<file path="src/rtl/axi_decerr_slave_0.sv">
// Default AXI4 slave: terminates every transaction it is handed with a DECERR response.
// The write and read channels are independent FSMs, and all outputs come from registers.
module axi_decerr_slave_0 #(
  parameter int PARAM_WIDTH = 32,
  parameter int ADDR_WIDTH  = 32,
  parameter int DATA_WIDTH  = 32,
  parameter int ID_WIDTH    = 4
) (
  input  logic                    clk,
  input  logic                    rst,
  input  logic [ID_WIDTH-1:0]     s_awid,
  input  logic [ADDR_WIDTH-1:0]   s_awaddr,
  input  logic [7:0]              s_awlen,
  input  logic                    s_awvalid,
  output logic                    s_awready,
  input  logic [DATA_WIDTH-1:0]   s_wdata,
  input  logic [DATA_WIDTH/8-1:0] s_wstrb,
  input  logic                    s_wlast,
  input  logic                    s_wvalid,
  output logic                    s_wready,
  output logic [ID_WIDTH-1:0]     s_bid,
  output logic [1:0]              s_bresp,
  output logic                    s_bvalid,
  input  logic                    s_bready,
  input  logic [ID_WIDTH-1:0]     s_arid,
  input  logic [ADDR_WIDTH-1:0]   s_araddr,
  input  logic [7:0]              s_arlen,
  input  logic                    s_arvalid,
  output logic                    s_arready,
  output logic [ID_WIDTH-1:0]     s_rid,
  output logic [DATA_WIDTH-1:0]   s_rdata,
  output logic [1:0]              s_rresp,
  output logic                    s_rlast,
  output logic                    s_rvalid,
  input  logic                    s_rready
);

  localparam logic [1:0] RESP_OKAY   = 2'b00;
  localparam logic [1:0] RESP_DECERR = 2'b11;
  localparam int unused_param_width = PARAM_WIDTH;

  // Address, length and write payload are accepted and dropped; wlast alone ends a write burst.
  logic unused_inputs;
  assign unused_inputs = ^{s_awaddr, s_awlen, s_wdata, s_wstrb, s_araddr};

  typedef enum logic [1:0] {
    W_IDLE,
    W_DATA,
    W_RESP
  } w_state_t;

  typedef enum logic {
    R_IDLE,
    R_DATA
  } r_state_t;

  w_state_t            w_state, w_state_next;
  logic [ID_WIDTH-1:0] aw_id, aw_id_next;
  logic                awready_next, wready_next, bvalid_next;
  logic [ID_WIDTH-1:0] bid_next;
  logic [1:0]          bresp_next;

  r_state_t            r_state, r_state_next;
  logic [ID_WIDTH-1:0] ar_id, ar_id_next;
  logic [7:0]          beat_cnt, beat_cnt_next;
  logic                arready_next, rvalid_next, rlast_next;
  logic [ID_WIDTH-1:0] rid_next;
  logic [1:0]          rresp_next;

  always_ff @(posedge clk or posedge rst) begin
    if (rst) begin
      w_state   <= W_IDLE;
      aw_id     <= '0;
      s_awready <= 1'b0;
      s_wready  <= 1'b0;
      s_bvalid  <= 1'b0;
      s_bid     <= '0;
      s_bresp   <= RESP_OKAY;
    end else begin
      w_state   <= w_state_next;
      aw_id     <= aw_id_next;
      s_awready <= awready_next;
      s_wready  <= wready_next;
      s_bvalid  <= bvalid_next;
      s_bid     <= bid_next;
      s_bresp   <= bresp_next;
    end
  end

  // Outputs are derived from the next state, so they land in registers on the same edge as the state.
  always_comb begin
    w_state_next = w_state;
    aw_id_next   = aw_id;
    case (w_state)
      W_IDLE: begin
        if (s_awvalid && s_awready) begin
          w_state_next = W_DATA;
          aw_id_next   = s_awid;
        end
      end
      W_DATA: begin
        if (s_wvalid && s_wready && s_wlast) begin
          w_state_next = W_RESP;
        end
      end
      W_RESP: begin
        if (s_bvalid && s_bready) begin
          w_state_next = W_IDLE;
        end
      end
      default: w_state_next = W_IDLE;
    endcase

    awready_next = (w_state_next == W_IDLE);
    wready_next  = (w_state_next == W_DATA);
    bvalid_next  = (w_state_next == W_RESP);
    bid_next     = bvalid_next ? aw_id_next : '0;
    bresp_next   = bvalid_next ? RESP_DECERR : RESP_OKAY;
  end

  always_ff @(posedge clk or posedge rst) begin
    if (rst) begin
      r_state   <= R_IDLE;
      ar_id     <= '0;
      beat_cnt  <= '0;
      s_arready <= 1'b0;
      s_rvalid  <= 1'b0;
      s_rid     <= '0;
      s_rresp   <= RESP_OKAY;
      s_rlast   <= 1'b0;
    end else begin
      r_state   <= r_state_next;
      ar_id     <= ar_id_next;
      beat_cnt  <= beat_cnt_next;
      s_arready <= arready_next;
      s_rvalid  <= rvalid_next;
      s_rid     <= rid_next;
      s_rresp   <= rresp_next;
      s_rlast   <= rlast_next;
    end
  end

  // The counter holds beats remaining after the one on the bus; it stops at zero and never wraps.
  always_comb begin
    r_state_next  = r_state;
    ar_id_next    = ar_id;
    beat_cnt_next = beat_cnt;
    case (r_state)
      R_IDLE: begin
        if (s_arvalid && s_arready) begin
          r_state_next  = R_DATA;
          ar_id_next    = s_arid;
          beat_cnt_next = s_arlen;
        end
      end
      R_DATA: begin
        if (s_rvalid && s_rready) begin
          if (beat_cnt == 8'd0) begin
            r_state_next = R_IDLE;
          end else begin
            beat_cnt_next = beat_cnt - 8'd1;
          end
        end
      end
      default: r_state_next = R_IDLE;
    endcase

    arready_next = (r_state_next == R_IDLE);
    rvalid_next  = (r_state_next == R_DATA);
    rid_next     = rvalid_next ? ar_id_next : '0;
    rresp_next   = rvalid_next ? RESP_DECERR : RESP_OKAY;
    rlast_next   = rvalid_next && (beat_cnt_next == 8'd0);
  end

  assign s_rdata = '0;

endmodule

</file>
<file path="config.mk">
export PLATFORM = sky130hd
export DESIGN_NAME = axi_decerr_slave_0
export DESIGN_NICKNAME = d
export VERILOG_FILES = /design/src/rtl/axi_decerr_slave_0.sv
export SDC_FILE = /design/constraint.sdc
export NUM_CORES = 1
export LEC_CHECK = 0
export CAP_MARGIN = 10
export CORE_MARGIN = 1
export CORE_UTILIZATION = 32
export CTS_CLUSTER_DIAMETER = 80
export CTS_CLUSTER_SIZE = 10
export DETAILED_ROUTE_END_ITERATION = 8
export PLACE_DENSITY = 0.95
export SYNTH_ARGS = -nofsm -noshare
export SYNTH_HDL_FRONTEND = slang
export SYNTH_SLANG_ARGS = --single-unit
</file>
<file path="constraint.sdc">
create_clock -name clk -period 3.5 [get_ports clk]
set_input_delay 0.525 -clock clk [delete_from_list [all_inputs] [get_ports clk]]
set_output_delay 0.525 -clock clk [all_outputs]
set_load 0.01 [all_outputs]
</file>
==> results.ini <==
[status]
status = finished, final reports clean

[clock_tree]
clock_path_buffers = 2
tritoncts = yes
worstSkewPairLatency_ns = 0.27
cts-htree-levels = 2
cts-root-buf = clkbuf_8
cts.repair.resized = 0
postCtsHoldBufs = 0
cts_setup_buffers = 0
clkSinkCount = 32
cts_made_buffers = 5
clk_pin_slew_ns = 0.06

[yosys]
synth.distinct_cells = 44
ys_ff_latch = 32
synthCells = 174
avgSynthCellArea_um2 = 10.2
ys_warn_count = 0
post-synth-top-area-fraction_pct = 44.9
syn_area_um2 = 1780
yosysSeqAreaShare_pct = 44.9
synth_top_area_cell = dfrtp_1
synth_area_leaders = dfrtp_1, buf_4, mux2_2

[final_layout]
num_antenna_cells = 0
final_nets = 349
fillers = 504
drive_gt1_share_pct = 11.1
syn2layout_area_growth_pct = 24.8

[floorplan]
core_um2 = 5240
die_h_um = 76.6
dieArea_um2 = 5870
io_pins = 182
initial_core_util_pct = 34.0
die_w_um = 76.6
rows = 26

[grt]
grt_pass1_vias = 1302
grt_first_pass_wirelength_um = 6110
antenna_found_initial = 0
grt_overflow = 0
grt_usage_pct = 13.3
grt_max_degree = 33

[power_and_ir_drop]
p_int_w = 0.00110
total_power_w = 0.00169
pwr-share-clk_pct = 20.1
p_seq_share_pct = 38.8
ir_drop_uv = 380
p_sw_share_pct = 35.0
powerDensity_nw_per_um2 = 759
power_leakage_nw = 0.995
pwr-share-comb_pct = 41.1
p_switching_w = 0.000591

[hold_path]
hp-class = reg2reg
hold_depth = 1
holdCritStartpoint = aw_id[0]

[placement]
place_hpwl_um = 2680
io_buffer_count = 41
pre_cts_ws_ns = 0.725
routabilityCongestion = 0.914

[worst_setup_path]
worst-endpoint-arrival_ns = 2.69
ff2ff_path_depth = 7
critPathLaunch = s_rready
path_class = in2reg
crit_required_ns = 3.67
r2r_start = beat_cnt[0]
cp-start-kind = input pin
cp_max_fo = 8
cp-end-kind = flip-flop

[detailed_routing]
drtIter0Drc = 156
drc = 0
via_count = 1330
wl_per_cell_um = 12.7
drt_pass1_iterations = 4
ant_nets = 0
drt-total-wl_um = 3620
vias_per_cell = 4.65

[sta]
worst_slew_pin_slew_ns = 0.703
max_clock_freq_ghz = 0.397
relSlewSlack_pct = 52.7
final.setup_skew_ns = 0.00475
fin_tns_setup_ns = 0
final-setup-viol-count = 0
postLayoutSetupSlackWorst_ns = 0.982
rsz0062_at_grt = false
finalCritPeriodShare_pct = 71.9
period_minus_slack_ns = 2.52
slew_viol_final = 0
hold_violations = 0
hold_ws_ns = 0.494

[run]
maxCapViolCount = 0

==> layout by cell type (no fill, tap or decap), types with 2 or more instances in the layout <==
cell,instances
clkdlybuf4s50_1,41
conb_1,32
dfrtp_1,32
nand2_1,12
inv_1,9
mux2_2,8
a21oi_1,6
o21ai_0,6
and3_1,6
and2_1,5
clkbuf_8,5
nor2b_1,4
nor2_1,3
a211oi_1,3
a31oi_1,3
nand3_1,2
a31o_2,2
nand2b_1,2
nor4_2,2
nand4_1,2
a211o_1,2
a2bb2oi_1,2
o22ai_1,2
ha_1,2
buf_4,2
==> sequential cells by signal, summed over array words and instances (netlist names) <==
name and flops:
s_awready 1, s_rid 4, s_wready 1, s_rresp 1, s_bid 4, s_arready 1, w_state 2, ar_id 4
beat_cnt 8, s_bresp 1, aw_id 4, s_rlast 1
==> stage by stage <==
step	cell area (µm²)	std cells	utilization, %
final	2220	286	42.5
after global routing	2220	286	42.5
after CTS	2220	286	42.5
after detailed placement	2120	278	40.4
after global placement	2120	278	40.4
after floorplan	1900	205	-
==> power by group through the flow <==
| stage | clock network [W] | logic [W] | registers [W] |
|---|---|---|---|
| 2_1_floorplan | 0 | 0.000484 | 0.000644 |
| 4_1_cts | 0.000349 | 0.000695 | 0.000656 |
| 3_3_place_gp | 0 | 0.000671 | 0.000646 |
| 6_report | 0.000339 | 0.000694 | 0.000655 |
| 3_5_place_dp | 0 | 0.000688 | 0.000663 |
| 5_1_grt | 0.000369 | 0.000766 | 0.000680 |
==> path summary, 6_finish.rpt <==
kind / endpoint / slack, ns
worst max-delay path: s_rlast / 0.98
worst min-delay path: aw_id[0] / 0.49
worst max register to register: s_rlast / 1.22
worst min register to register: aw_id[0] / 0.49
max in group asynchronous: beat_cnt[0] / 2.56
min in group asynchronous: beat_cnt[5] / 0.65
==> synth_stat cells, drive strengths merged <==
library cell / instances
mux2: 8
o21ai: 6
buf: 39
nor4: 3
a22oi: 1
a21oi: 6
a31o: 2
inv: 9
or3b: 1
nor4bb: 1
nor2b: 4
or4: 1
nand4b: 1
nand2b: 2
a211o: 2
a311oi: 1
nor2: 3
nor3: 1
clkbuf: 1
nand3: 2
a31oi: 3
xnor2: 1
or4bb: 1
o22ai: 2
a2bb2oi: 2
and3: 6
dfrtp: 32
o41ai: 1
o31ai: 1
o21a: 1
a2111oi: 1
nand4: 2
nor4b: 1
a211oi: 3
a21bo: 1
and2: 5
ha: 2
a21o: 1
nor3b: 1
conb: 1
nand2: 12
==> kinds of logic (layout without fill, tap and decap cells) <==
kind of cell	count (synthesis)	in the layout	share of synthesized area [%]
buf+inv	49	60	18.5
simple gates	47	47	16.1
compound gates	34	34	13.3
flops	32	32	44.9
mux	8	8	5.05
fa+ha+maj	2	2	1.40
other cells	1	32	0.210
xor+xnor	1	1	0.491
==> routing by layer <==
metal / global-route usage (%) / part of all wire (%) / vias to the layer above
met5: 0 / 0 / -
met3: 3.95 / 8.6 / 6
met1: 18.6 / 47 / 625
met2: 19.2 / 43 / 79
met4: 4.62 / 1.2 / 0
li1: - / - / 620
==> final cells by class <==
type                            count  area [µm²]  area share, %
Tap cell                           70        87.6           3.94
Clock inverter                      2        35.0           1.57
Sequential cell                    32         801           36.0
Multi-Input combinational cell    124         769           34.6
Clock buffer                        6        72.6           3.26
Inverter                            9        33.8           1.52
Timing Repair Buffer               43         425           19.1
==> critical path, cell delays in order <==
cell and delay (ns):
clkdlybuf4s50_1 0.59, or4bb_1 0.54, o31ai_2 0.20, a31oi_1 0.16, or3b_1 0.42, nor4_2 0.24
No activity file was read; power rests on OpenSTA's default activity.
